File: src/rtl/dcd_var_ctrl.sv
// dcd_var_ctrl: decision controller fed by the state_list find-first-free chain.
// On a start request it samples the chain's one-hot index and lock count, validates
// them, and writes a decision value into the chosen variable slot at level cur_lvl+1.
// Ports:
//   clk, rst            clock, synchronous active-low reset
//   start_dcd_i         single-cycle decision request (honoured only when idle)
//   index_i, lock_cnt_i one-hot first-free index and final lock count from the chain
//   bkt_en_i, bkt_lvl_i backtrack strobe and level to restore
//   var_wr_en_o         one-hot write strobe (suppressed by a same-cycle backtrack or reset)
//   var_value_o         decision value {DCD_POL, 1'b0}
//   var_lvl_o           level written with the decision
//   dcd_idx_o           binary index of the last decided variable
//   cur_lvl_o           current decision level
//   busy_o              high while a decision is in flight
//   done_dcd_o          pulse after a decision is written
//   all_assigned_o      pulse when no free variable exists
//   lvl_ovf_o           pulse when the level range is exhausted
//   idx_err_o           pulse when the sampled index is not one-hot
module dcd_var_ctrl #(
  parameter int unsigned NUM_VARS  = 8,
  parameter int unsigned WIDTH_VAR = 3,
  parameter int unsigned WIDTH_LVL = 8,
  parameter logic [1:0]  DCD_POL   = 2'b01,
  localparam int unsigned IDX_W    = (NUM_VARS > 1) ? $clog2(NUM_VARS) : 1
) (
  input  logic                 clk,
  input  logic                 rst,
  input  logic                 start_dcd_i,
  input  logic [NUM_VARS-1:0]  index_i,
  input  logic [1:0]           lock_cnt_i,
  input  logic                 bkt_en_i,
  input  logic [WIDTH_LVL-1:0] bkt_lvl_i,
  output logic [NUM_VARS-1:0]  var_wr_en_o,
  output logic [WIDTH_VAR-1:0] var_value_o,
  output logic [WIDTH_LVL-1:0] var_lvl_o,
  output logic [IDX_W-1:0]     dcd_idx_o,
  output logic [WIDTH_LVL-1:0] cur_lvl_o,
  output logic                 busy_o,
  output logic                 done_dcd_o,
  output logic                 all_assigned_o,
  output logic                 lvl_ovf_o,
  output logic                 idx_err_o
);

  typedef enum logic [2:0] {
    S_IDLE   = 3'd0,
    S_SAMPLE = 3'd1,
    S_CHECK  = 3'd2,
    S_WRITE  = 3'd3,
    S_DONE   = 3'd4
  } state_t;

  localparam logic [WIDTH_VAR-1:0] DCD_VALUE = WIDTH_VAR'({DCD_POL, 1'b0});
  localparam logic [WIDTH_LVL-1:0] LVL_MAX   = {WIDTH_LVL{1'b1}};

  state_t               state_q, state_d;
  logic [NUM_VARS-1:0]  idx_q, idx_d;
  logic [1:0]           lock_q, lock_d;
  logic [WIDTH_LVL-1:0] cur_lvl_q, cur_lvl_d;
  logic [IDX_W-1:0]     dcd_idx_q, dcd_idx_d;
  logic [NUM_VARS-1:0]  wr_en_q, wr_en_d;
  logic [WIDTH_VAR-1:0] value_q, value_d;
  logic [WIDTH_LVL-1:0] lvl_q, lvl_d;
  logic                 busy_q, busy_d;
  logic                 done_q, done_d;
  logic                 all_q, all_d;
  logic                 ovf_q, ovf_d;
  logic                 err_q, err_d;
  logic                 no_free_c;
  logic                 multi_hot_c;

  // One-hot to binary; a malformed index never reaches the encoder.
  function automatic logic [IDX_W-1:0] encode(input logic [NUM_VARS-1:0] v);
    logic [IDX_W-1:0] r;
    r = '0;
    for (int unsigned i = 0; i < NUM_VARS; i++) begin
      if (v[i]) r = r | IDX_W'(i);
    end
    return r;
  endfunction

  // Captured chain result classification.
  assign no_free_c   = (lock_q == 2'b00) || (idx_q == '0);
  assign multi_hot_c = (idx_q & (idx_q - NUM_VARS'(1))) != '0;

  // Next-state and next-output logic.
  always_comb begin
    state_d   = state_q;
    idx_d     = idx_q;
    lock_d    = lock_q;
    cur_lvl_d = cur_lvl_q;
    dcd_idx_d = dcd_idx_q;
    wr_en_d   = '0;
    value_d   = '0;
    lvl_d     = '0;
    done_d    = 1'b0;
    all_d     = 1'b0;
    ovf_d     = 1'b0;
    err_d     = 1'b0;

    case (state_q)
      S_IDLE: begin
        // Backtrack takes precedence over a simultaneous start.
        if (bkt_en_i) cur_lvl_d = bkt_lvl_i;
        else if (start_dcd_i) state_d = S_SAMPLE;
      end
      S_SAMPLE: begin
        idx_d   = index_i;
        lock_d  = lock_cnt_i;
        state_d = S_CHECK;
      end
      S_CHECK: begin
        state_d = S_IDLE;
        if (no_free_c) begin
          all_d = 1'b1;
        end else if (multi_hot_c) begin
          err_d = 1'b1;
        end else if (cur_lvl_q == LVL_MAX) begin
          ovf_d = 1'b1;
        end else begin
          state_d = S_WRITE;
          wr_en_d = idx_q;
          value_d = DCD_VALUE;
          lvl_d   = cur_lvl_q + WIDTH_LVL'(1);
        end
      end
      S_WRITE: begin
        cur_lvl_d = cur_lvl_q + WIDTH_LVL'(1);
        dcd_idx_d = encode(idx_q);
        done_d    = 1'b1;
        state_d   = S_DONE;
      end
      S_DONE: begin
        state_d = S_IDLE;
      end
      default: begin
        state_d = S_IDLE;
      end
    endcase

    // Backtrack while busy aborts the decision and wins over any increment.
    if (bkt_en_i && (state_q != S_IDLE)) begin
      state_d   = S_IDLE;
      cur_lvl_d = bkt_lvl_i;
      dcd_idx_d = dcd_idx_q;
      wr_en_d   = '0;
      value_d   = '0;
      lvl_d     = '0;
      done_d    = 1'b0;
      all_d     = 1'b0;
      ovf_d     = 1'b0;
      err_d     = 1'b0;
    end

    busy_d = (state_d != S_IDLE);
  end

  // State and output registers.
  always_ff @(posedge clk) begin
    if (!rst) begin
      state_q   <= S_IDLE;
      idx_q     <= '0;
      lock_q    <= '0;
      cur_lvl_q <= '0;
      dcd_idx_q <= '0;
      wr_en_q   <= '0;
      value_q   <= '0;
      lvl_q     <= '0;
      busy_q    <= 1'b0;
      done_q    <= 1'b0;
      all_q     <= 1'b0;
      ovf_q     <= 1'b0;
      err_q     <= 1'b0;
    end else begin
      state_q   <= state_d;
      idx_q     <= idx_d;
      lock_q    <= lock_d;
      cur_lvl_q <= cur_lvl_d;
      dcd_idx_q <= dcd_idx_d;
      wr_en_q   <= wr_en_d;
      value_q   <= value_d;
      lvl_q     <= lvl_d;
      busy_q    <= busy_d;
      done_q    <= done_d;
      all_q     <= all_d;
      ovf_q     <= ovf_d;
      err_q     <= err_d;
    end
  end

  // The strobe must drop in the very cycle a backtrack or reset arrives, so it is
  // the one output qualified by current inputs.
  assign var_wr_en_o    = wr_en_q & {NUM_VARS{rst & ~bkt_en_i}};
  assign var_value_o    = value_q;
  assign var_lvl_o      = lvl_q;
  assign dcd_idx_o      = dcd_idx_q;
  assign cur_lvl_o      = cur_lvl_q;
  assign busy_o         = busy_q;
  assign done_dcd_o     = done_q;
  assign all_assigned_o = all_q;
  assign lvl_ovf_o      = ovf_q;
  assign idx_err_o      = err_q;

endmodule
File: config.mk
export PLATFORM = sky130hd
export DESIGN_NAME = dcd_var_ctrl
export DESIGN_NICKNAME = d
export VERILOG_FILES = /design/src/rtl/dcd_var_ctrl.sv
export SDC_FILE = /design/constraint.sdc
export NUM_CORES = 1
export LEC_CHECK = 0
export ABC_AREA = 1
export CAP_MARGIN = 20
export CORE_AREA = 2 2 53 105
export CTS_BUF_LIST = sky130_fd_sc_hd__clkbuf_2
export CTS_CLUSTER_DIAMETER = 40
export DETAILED_ROUTE_END_ITERATION = 8
export DIE_AREA = 0 0 55 107
export HOLD_SLACK_MARGIN = 0.08
export PLACE_DENSITY = 0.66
export REMOVE_ABC_BUFFERS = 1
export SLEW_MARGIN = 20
export SYNTH_ARGS = -nofsm -noshare
export SYNTH_HDL_FRONTEND = slang
export SYNTH_SLANG_ARGS = --single-unit
export TNS_END_PERCENT = 20
File: constraint.sdc
create_clock -name clk -period 1.62 [get_ports clk]
set_input_delay 0.324 -clock clk [delete_from_list [all_inputs] [get_ports clk]]
set_output_delay 0.324 -clock clk [all_outputs]
set_load 0.005 [all_outputs]
Yosys cells after proc, flatten, opt, wreduce, memory -nomap -nowiden
Cells that the tools add are included.
- bits in read-only memories: 0
- register bits: 48
- input port bits: 22
- memory bits (writable): 0
- output and inout bits: 35
- memories: 0
- latch bits: 0
- word-level logic and storage cells: 65
- mux-type cells: 22
- equality and inequality tests: 5
- order comparisons: 0
- multiply operators: 0
- $add $sub $neg: 2
- bitwise operators: 7
- divide/modulo/power cells: 0
- shift operators: 0
- reduce and logical (&&, ||, !) cells: 16
- operators by type and width (operator ; number):
    $mux W3 ; 7
    $and A8 B8 Y8 ; 2
    $mux W8 ; 2
    $pmux W8 S2 ; 1
    $mux W2 ; 6
    $pmux W3 S4 ; 1
    $reduce_bool A3 Y1 ; 3
    $add A8 B1 Y8 const B ; 1
    $eq A8 B8 Y1 const B ; 1
    $logic_not A8 Y1 ; 1
    $reduce_bool A8 Y1 ; 1
    $sub A8 B1 Y8 const B ; 1
    $eq A3 B2 Y1 const B ; 2
    $reduce_or A6 Y1 ; 1
    $mux W1 ; 5
    $reduce_or A5 Y1 ; 1
    $not A1 Y1 ; 4
    $reduce_and A2 Y1 ; 2
    $reduce_or A4 Y1 ; 1
    $eq A3 B1 Y1 const B ; 1
    $logic_not A3 Y1 ; 1
    $ne A3 B3 Y1 const B ; 1
    $reduce_or A3 Y1 ; 1
    $logic_not A2 Y1 ; 1
    other kinds (4) ; 4

Depth between registers and ports, before layout
Gate-level depths: netlist of run 1.
- depth after elaboration: 8
- depth in mapped cells: 10
- depth with buffers taken out: 10

Least setup slack after synthesis of run 1
Ideal clock, no wire load.
- path type: flip-flop to flip-flop
- start point: reg cur_lvl_q[0], in the netlist cur_lvl_o[0]
- end point: reg busy_q, in the netlist busy_o
- path slack: 0.208 ns
- buffers on the path: 0
- required time: 1.500 ns
- arrival time: 1.292 ns
- cell stages (with the launch flop): 11
- cell sequence: dfxtp_1 -> ha_1 -> nand2_1 -> inv_1 -> nand3_1 -> nand2_1 -> nor2_1 -> nand2_1 -> nand2_1 -> nand2_1 -> nand3_1
- cells in the longest elaborated chain, start to end: 7
- ends and longest elaborated chain (item ; line ; RTL):
    from (decl) ; 59 ; logic [WIDTH_LVL-1:0] cur_lvl_q, cur_lvl_d;
    from (signal assigned) ; 178 ; cur_lvl_q <= cur_lvl_d;
    $eq A8 B8 Y1 ; 118 ; end else if (cur_lvl_q == LVL_MAX) begin
    $mux W2 ; 118 ;
    $mux W2 ; 116 ; end else if (multi_hot_c) begin
    $mux W2 ; 114 ; if (no_free_c) begin
    $pmux W3 S4 ; 101 ; case (state_q)
    $mux W3 ; 142 ; if (bkt_en_i && (state_q != S_IDLE)) begin
    $reduce_bool A3 Y1 ; 155 ; busy_d = (state_d != S_IDLE);
    to (signal assigned) ; 183 ; busy_q <= busy_d;
    to (decl) ; 64 ; logic busy_q, busy_d;
No other way between the ends.
A chain may end at the register's enable or synchronous reset.

Worst setup path after layout of run 1
- start point: reg ovf_q, in the netlist lvl_ovf_o
- end point: out lvl_ovf_o
- RTL lines (item ; line ; RTL):
    from (decl) ; 67 ; logic ovf_q, ovf_d;
    from (signal assigned) ; 186 ; ovf_q <= ovf_d;
    to (decl) ; 41 ; output logic lvl_ovf_o,
No word-level cell between the ends.

==> results of run 1 <==
-- layout make-up --
| type | count | area share |
|---|---|---|
| Sequential cell | 46 | 0.343 |
| Multi-Input combinational cell | 145 | 0.301 |
| Timing Repair Buffer | 74 | 0.263 |
| Inverter | 38 | 0.0532 |
| Tap cell | 58 | 0.0262 |
| Clock buffer | 6 | 0.0108 |
| Clock inverter | 2 | 0.00316 |
-- registers in the layout, indices dropped and copies added (netlist names) --
register / cells
all_assigned_o: 1
busy_o: 1
cur_lvl_o: 8
dcd_idx_o: 3
done_dcd_o: 1
idx_err_o: 1
idx_q: 8
lock_q: 2
lvl_ovf_o: 1
state_q: 3
var_lvl_o: 8
var_value_o: 1
wr_en_q: 8
-- routing by layer --
layer  vias up  part of all wire
met5         -                 0
met4         0             0.029
met3        10             0.037
met2        48              0.58
met1       816              0.35
li1        883                 -
-- kinds of logic (layout without fill, tap and decap cells) --
logic type      count (synthesis)  count (layout)
simple gates                   92              93
flops                          46              46
buf+inv                        46             120
compound gates                 43              43
xor+xnor                        6               6
fa+ha+maj                       1               1
other cells                     1               2
-- timing repair --
action	4_1_cts	5_1_grt
cloned	1	0
setup endpoints to repair	19	21
resized for setup	39	32
setup buffers	1	1
pin swaps	1	0
-- power breakdown --
group | total (µW) | internal (µW) | leakage, µW | switching, µW
clock network | 463 | 106 | 0.0000304 | 356
registers | 1200 | 1170 | 0.000383 | 28.3
logic | 292 | 141 | 0.00105 | 151
-- per-stage QoR --
stage | cells | hold slack, ps | power [µW] | setup WS [ps] | util
finish | 369 | 378 | 1950 | 66.5 | 0.545
detailed placement | 358 | 447 | 1510 | -506 | 0.518
CTS | 368 | 363 | 1970 | 7.62 | 0.530
global route | 369 | 355 | 2060 | -43.7 | 0.545
floorplan | 228 | 429 | 1350 | 199 | -
global placement | 358 | 441 | 1500 | -498 | 0.518
-- synth_stat cells, drive strengths merged (2+ instances only) --
cell type and number:
nor2 47, dfxtp 46, inv 37, nand2 34
o21ai 19, a21oi 13, nand3 7, xor2 5
buf 4, clkbuf 4, a211oi 2, a22o 2
a31oi 2, nor3 2, o221ai 2
-- how the worst max path moves through the flow --
stage / start / to / slack, ps
final: lvl_ovf_o / lvl_ovf_o / 70
after global routing: lvl_ovf_o / lvl_ovf_o / -40
after CTS: var_lvl_o[4] / var_lvl_o[4] / 8
after detailed placement: bkt_en_i / var_wr_en_o[4] / -510
after global placement: bkt_en_i / var_wr_en_o[2] / -500
after floorplan: cur_lvl_o[0] / busy_o / 200
-- cells in the final DEF (no fill, tap or decap), types with 2 or more instances in the layout --
| master | count |
|---|---|
| nand2_1 | 28 |
| inv_1 | 37 |
| dfxtp_1 | 26 |
| nor2_1 | 33 |
| a22o_1 | 2 |
| a21oi_1 | 13 |
| nor2_2 | 3 |
| nand3_1 | 3 |
| clkdlybuf4s50_1 | 20 |
| a31oi_1 | 2 |
| nand2_2 | 6 |
| xor2_1 | 5 |
| dfxtp_2 | 18 |
| clkbuf_2 | 7 |
| o221ai_1 | 2 |
| nand3_2 | 3 |
| o21ai_0 | 17 |
| buf_4 | 17 |
| nor2_4 | 11 |
| dlygate4sd2_1 | 18 |
| a211oi_1 | 2 |
| buf_12 | 2 |
| dfxtp_4 | 2 |
| dlymetal6s2s_1 | 14 |
| conb_1 | 2 |
==> flow_summary_export.csv, run 1 <==
group,metric,value,unit
run_status,status,"completed",
yosys,yosysSeqAreaShare,0.480,
layout,multi_input_area,836,µm²
yosys,yosys_warnings,0,
hold_path,hold-path-endpoint,"state_q[2]",
layout,seq_area,951,µm²
yosys,yosysUniqueCellTypes,34,
global_route,grt_overflow_total,0,
setup_path,cp-start-kind,"register",
setup_path,crit_type,"reg -> out",
setup_path,crit_cells,1,
yosys,synth_edf_count,0,
detailed_routing,firstDrtPassIters,4,
die,io_pins,57,
job,maxCapViolCount,0,
die,dieWidth,55,µm
die,row_count,37,
clock_network,cts_sinks,46,
pwr,p_leak,0.00147,µW
setup_path,r2r-start,"cur_lvl_o[0]",
setup_path,critPathMaxStageDelay,480,ps
detailed_routing,viasPerCell,4.76,
yosys,synth_mux_area_frac,0,
clock_network,ctsLongestPathBuffers,2,
detailed_routing,routedWlPerCell,12.5,µm
yosys,synth_flop_cell,"dfxtp_1",
global_route,global_route.peak_usage_layer,"met2",
clock_network,cts_tree,"done",
yosys,netlist_instances,235,
clock_network,cts-root-buf,"clkbuf_2",
timing,min_period,1550,ps
timing,rsz0062_at_grt,"true",
placement,dp_hpwl,3480,µm
layout,area_delta_synth_final,44.7,%
global_route,use_met2,0.321,
timing,timing.fmax,644,MHz
timing,slew_headroom,0.638,
pwr,ir_worst_vdd,0.580,mV
setup_path,worstPathMaxFanout,1,
setup_path,arrival,1230,ps
timing,tns,0,ps
die,dieArea,5890,µm²
detailed_routing,vias,1757,
setup_path,r2r_end,"busy_o",
global_route,antenna_found_initial,0,
detailed_routing,drt-initial-drc-count,31,
setup_path,cp_top_family,"buffers and inverters",
yosys,yosys.area_share.adder,0.00653,
layout,final_cell_area,2770,µm²
clock_network,cts_buffers,5,
timing,hold_viol,0,
setup_path,end_kind,"output pin",
clock_network,cts_hold_buf,0,
setup_path,r2r_slack,120,ps
global_route,grt_pass1_wl,7420,µm
clock_network,clkLatencyLatePin,410,ps
global_route,grt_util_met3,0.0251,
setup_path,crit_slowest_cell,"clkdlybuf4s50_1",
yosys,synth_top_family_by_area,"simple AND/OR/NAND/NOR gates",
yosys,synth_xor_xnor_area_share,0.0274,
yosys,synth_async_sr_flop_share,0,
timing,setup_viol,0,
detailed_routing,wirelength,4620,µm
yosys,yosys.area.top_type,"dfxtp_1",
placement,post_dp_cell_area,2640,µm²
timing,finClkSkew,36.9,ps
layout,fill_cells,504,
detailed_routing,drtAntennaViolNets,0,
clock_network,htreeDepth,2,
placement,portBuffers,54,
yosys,avgSynthCellArea,8.16,µm²
global_route,grt_pass1_vias,1701,
hold_path,hp-class,"in -> reg",
setup_path,required,1300,ps
layout,diodes,0,
setup_path,crit_chain,"clkdlybuf4s50_1",
yosys,ys_ff_latch,46,
setup_path,worst_r2r_path_depth,11,
hold_path,worstHoldStart,"rst",
die,initial_core_util,0.376,
timing,timing.final.crit_share,0.959,
detailed_routing,drcViolationCount,0,
yosys,synth_area,1920,µm²
yosys,yosys.area_share.simple,0.250,
pwr,p_per_area,703,nW/µm²
timing,final-max-slew-violation-count,0,
die,die_h,107,µm
layout,drive_gt1_frac,0.251,
clock_network,clkTransAtPathRegs,210,ps
global_route,grt_usage,0.174,
global_route,grt_use_met1,0.170,
yosys,synth-compound-area-share,0.131,
setup_path,cp_num_buf_inv,1,
layout,nNetsFinal,333,
global_route,grt_max_degree,23,
hold_path,holdPathStages,3,
placement,gp_congestion,0.876,
die,core_area,5090,µm²
yosys,synth.top_cells.by_area,"dfxtp_1 48%, inv_1 7.2%, nor2_1 6.7%",
timing,worstMarginPinSlew,542,ps
yosys,synth_top_area_share,0.480,
No activity file was read; power rests on OpenSTA's default activity.
==> run 2, diff against run 1 <==
CORE_AREA = 2 2 52 103   (was 2 2 53 105)
DIE_AREA = 0 0 54 105   (was 0 0 55 107)
PLACE_DENSITY = 0.68   (was 0.66)
SKIP_CTS_REPAIR_TIMING = 1   (was not set)
==> run 2 against run 1 <==
Against the previous run:
- die area fell by 3.7%
- hold slack improved by 29 ps
- largest cell class unchanged
- routed wire length fell by 4.7%
- global-route usage fell by 0.67 points
- total power rose by 7.7%
- non-clock buffer count fell by 3
==> flow_summary_export.csv, run 2 (synthesis gave the netlist of run 1 again) <==
group,metric,value,unit
timing,worstMarginPinSlew,555,ps
clock_network,cts_sinks,46,
die,row_count,36,
detailed_routing,routedWlPerCell,12.0,µm
setup_path,crit_slowest_cell,"dfxtp_2",
placement,dp_hpwl,3270,µm
detailed_routing,wirelength,4400,µm
layout,fill_cells,432,
timing,slew_headroom,0.629,
placement,place_inst,356,
global_route,grt_max_degree,24,
die,dieWidth,54,µm
pwr,ir_worst_vdd,0.616,mV
layout,seq_area,952,µm²
global_route,antenna_found_initial,0,
clock_network,cts_tree,"done",
job,maxCapViolCount,0,
pwr,intPower,1560,µW
pwr,swShare,0.256,
global_route,grt_pass1_vias,1593,
placement,gp_congestion,0.852,
hold_path,hp-class,"in -> reg",
pwr,power,2100,µW
setup_path,critPathMostFrequentCell,"nand2_1",
layout,final_cell_area,2830,µm²
layout,diodes,0,
die,initial_core_util,0.394,
setup_path,critPathMaxStageDelay,380,ps
setup_path,end_kind,"register",
timing,final-max-slew-violation-count,0,
setup_path,arrival,1740,ps
layout,drive_gt1_frac,0.227,
placement,post_dp_cell_area,2630,µm²
layout,mostFrequentLayoutCell,"inv_1",
pwr,p_per_area,742,nW/µm²
clock_network,cts-root-buf,"clkbuf_2",
detailed_routing,firstDrtPassIters,4,
pwr,pwr-share-comb,0.137,
detailed_routing,vias,1699,
run_status,status,"completed",
timing,timing.fmax,699,MHz
die,die_h,105,µm
setup_path,crit_chain,"ha_1, nand2_1, inv_1, nand3_1, nand2_1, nor2_1, nand2_1, nand2_1, nand2_1, nand3_1",
die,dieArea,5670,µm²
detailed_routing,drcViolationCount,0,
timing,hold_ws,407,ps
placement,portBuffers,54,
clock_network,clkTransAtPathRegs,230,ps
die,core_area,4860,µm²
setup_path,worstPathMaxFanout,3,
timing,min_period,1430,ps
clock_network,clkLatencyLatePin,400,ps
layout,final_cell_mix,"37 x inv_1, 35 x dlymetal6s2s_1, 32 x nor2_1, 31 x nand2_1, 25 x dfxtp_1",
pwr,p_leak,0.00173,µW
clock_network,htreeDepth,2,
timing,rsz0062_at_grt,"false",
placement,dp_slack,-373,ps
layout,nNetsFinal,330,
pwr,p_switching,537,µW
setup_path,cp-start-kind,"register",
detailed_routing,drtAntennaViolNets,0,
setup_path,crit_type,"reg -> reg",
die,io_pins,57,
detailed_routing,viasPerCell,4.65,
clock_network,ctsLongestPathBuffers,2,
timing,fin_ws,190,ps
pwr,seq_power_share,0.569,
timing,setup_viol,0,
layout,area_delta_synth_final,47.6,%
global_route,grt_usage,0.168,
layout,finalNonFillerCells,365,
timing,hold_viol,0,
layout,multi_input_area,818,µm²
detailed_routing,drt-initial-drc-count,42,
setup_path,required,1930,ps
timing,timing.final.crit_share,0.883,
pwr,clkPwrFrac,0.295,
global_route,grt_overflow_total,0,
clock_network,cts_buffers,5,
global_route,grt_pass1_wl,7020,µm
timing,finClkSkew,15.3,ps
run 2: cell types whose count changed in the layout (fill, tap and decap cells not counted), sizes merged:
cell | before | now
dlymetal6s2s | 14 | 35
dlygate4sd2 | 18 | 0
buf | 20 | 17
clkbuf | 7 | 5
bufinv | 0 | 1
clkdlybuf4s15 | 1 | 0
clkdlybuf4s50 | 20 | 19
clkinv | 3 | 2
inv | 37 | 38
run 2: layout make-up:
cell class / count / share of cell area
tap: 57 / 0.0252
multi-input combinational: 145 / 0.289
sequential: 46 / 0.336
timing repair buffer: 71 / 0.276
clock inverter: 3 / 0.0141
clock buffer: 5 / 0.00884
inverter: 38 / 0.0504
run 2: per-layer routing:
metal  vias to the layer above  global-route usage  routed length (µm)  part of all wire
met5                         -                   0                   0                 0
met4                         0              0.0875                 135             0.031
li1                        877                   -                   -                 -
met3                        12              0.0257                 226             0.051
met1                       754               0.173                1560              0.36
met2                        56               0.301                2470              0.56
run 2: path summary, 6_finish.rpt:
kind / from / to / slack (ps) / cells past startpoint
setup / recovery: cur_lvl_o[0] / busy_o / 190 / 10
hold / removal: bkt_en_i / state_q[2] / 410 / 5
setup reg to reg: cur_lvl_o[0] / busy_o / 190 / 10
hold reg to reg: lock_q[1] / lock_q[1] / 470 / 2
run 2: power by group through the flow:
| stage | combinational, µW | sequential [µW] | clock [µW] |
|---|---|---|---|
| floorplan | 137 | 1220 | 0 |
| global route | 322 | 1200 | 687 |
| CTS | 290 | 1190 | 637 |
| detailed placement | 288 | 1220 | 0 |
| finish | 287 | 1190 | 619 |
| global placement | 285 | 1220 | 0 |
run 2: per-stage QoR:
step,TNS [ps],util
after detailed placement,-7450,0.541
final,0,0.582
after floorplan,0,-
after global placement,-7790,0.541
after global routing,0,0.582
after CTS,-3910,0.554
run 2: critical path: cells and delay by family (launching register included):
kind                       cells  cell delay, ps
and+or+nand+nor                8             730
adders and majority gates      1             180
DFF                            1             380
buffers and inverters          1              70
==> run 3, diff against run 2 <==
GPL_ROUTABILITY_DRIVEN = 0   (was not set)
GPL_TIMING_DRIVEN = 0   (was not set)
==> run 3 against run 2 <==
Against the previous run:
- the run now ends with negative setup slack left
- utilization shrank 3.0 points
- design area shrank 5.2%
- die area is the same
- critical path depth shrank 9
- register-to-register slack lost 30 ps
- first-iteration DRC count shrank 31%
- critical path type is now reg -> out
- largest cell class unchanged
- highest routed layer unchanged
==> flow_summary_export.csv, run 3 (synthesis gave the netlist of run 1 again) <==
group,metric,value,unit
clock_network,cts_buffers,5,
setup_path,worst_r2r_path_depth,10,
die,dieArea,5670,µm²
timing,finClkSkew,5.54,ps
detailed_routing,viasPerCell,4.72,
global_route,grt_max_degree,25,
die,initial_core_util,0.394,
setup_path,r2r_end,"busy_o",
detailed_routing,vias,1661,
setup_path,cp-startpoint,"cur_lvl_o[2]",
setup_path,cp_top_family,"buffers and inverters",
placement,portBuffers,54,
detailed_routing,wirelength,4240,µm
job,maxCapViolCount,0,
placement,dp_hpwl,2990,µm
pwr,p_leak,0.00159,µW
timing,slew_headroom,0.627,
run_status,status,"finished with violations",
timing,rsz0062_at_grt,"true",
setup_path,critPathCapture,"cur_lvl_o[2]",
setup_path,arrival,1330,ps
layout,mostFrequentLayoutCell,"inv_1",
setup_path,critPathMaxStageDelay,520,ps
die,io_pins,57,
timing,timing.final.crit_share,1.02,
detailed_routing,drcViolationCount,0,
clock_network,cts_sinks,46,
setup_path,crit_chain,"clkdlybuf4s50_1",
clock_network,ctsLongestPathBuffers,2,
setup_path,crit_slowest_cell,"clkdlybuf4s50_1",
setup_path,crit_cells,1,
global_route,antenna_found_initial,1,
setup_path,crit_type,"reg -> out",
placement,post_dp_cell_area,2480,µm²
layout,area_delta_synth_final,40.0,%
setup_path,r2r_slack,160,ps
run_status,failed_checks,"negative setup slack",
clock_network,clkLatencyLatePin,390,ps
setup_path,cp_num_buf_inv,1,
timing,min_period,1650,ps
pwr,power,1910,µW
timing,final-max-slew-violation-count,0,
global_route,grt_usage,0.160,
timing,worstMarginPinSlew,558,ps
layout,nNetsFinal,317,
timing,hold_viol,0,
clock_network,cts_tree,"done",
clock_network,htreeDepth,2,
pwr,ir_worst_vdd,0.477,mV
die,core_area,4860,µm²
detailed_routing,drt-initial-drc-count,29,
layout,final_cell_mix,"37 x inv_1, 33 x nor2_1, 31 x nand2_1, 31 x dlymetal6s2s_1, 26 x dfxtp_1",
global_route,grt_pass1_wl,6720,µm
layout,final_cell_area,2680,µm²
timing,timing.fmax,605,MHz
layout,drive_gt1_frac,0.194,
detailed_routing,firstDrtPassIters,4,
setup_path,worstPathMaxFanout,5,
timing,setup_viol,1,
timing,fin_ws,-32.3,ps
global_route,grt_pass1_vias,1597,
global_route,grt_overflow_total,0,
pwr,p_per_area,712,nW/µm²
clock_network,cts-root-buf,"clkbuf_2",
die,die_h,105,µm
setup_path,required,1300,ps
detailed_routing,routedWlPerCell,12.1,µm
setup_path,cp-start-kind,"register",
die,row_count,36,
die,dieWidth,54,µm
detailed_routing,drtAntennaViolNets,0,
timing,hold_ws,345,ps
clock_network,clkTransAtPathRegs,210,ps
hold_path,hp-class,"in -> reg",
setup_path,r2r-start,"cur_lvl_o[0]",
setup_path,end_kind,"output pin",
layout,fin_util,0.552,
==> run 3: changes by cell type in the layout (fill, tap and decap cells not counted), moves of 2 or more <==
cell,before,now
clkdlybuf4s50_1,19,21
dlymetal6s2s_1,35,31
dfxtp_2,19,17
buf_4,15,4
clkinv_2,2,0
clkbuf_2,5,8
==> run 3: worst min-delay path by stage <==
stage                   start  cells after the start  slack, ps           end
floorplan           lock_q[1]                      2        430     lock_q[1]
global placement    lock_q[1]                      2        440     lock_q[1]
detailed placement  lock_q[0]                      2        450     lock_q[0]
CTS                 lock_q[0]                      2        470     lock_q[0]
global route              rst                      3        320      idx_q[1]
finish                    rst                      3        340  cur_lvl_o[7]
==> run 3: stage by stage <==
stage	setup TNS [ps]	cells	setup WS, ps
6_report	-32.3	352	-32.3
5_1_grt	-109	352	-109
4_1_cts	-15370	346	-1100
3_5_place_dp	-28930	339	-1090
3_3_place_gp	-28810	339	-1100
2_1_floorplan	0	228	199
==> run 3: per-layer routing <==
metal  routed length, µm  track usage  up-vias
met5                   0            0        -
met4                 163       0.0982        0
met3                 216       0.0257        9
met2                2300        0.282       53
met1                1570        0.161      750
li1                    -            -      849
==> run 3: where the power goes <==
group,total [µW],switching [µW],internal (µW)
registers,1200,30.7,1170
clock network,451,338,113
logic,261,138,123
==> run 3: layout make-up <==
type	instances	area, µm²
Timing Repair Buffer	59	661
Multi-Input combinational cell	144	815
Fill cell	469	2180
Tap cell	57	71.3
Antenna cell	1	2.50
Inverter	38	146
Sequential cell	46	953
Clock buffer	7	35.0
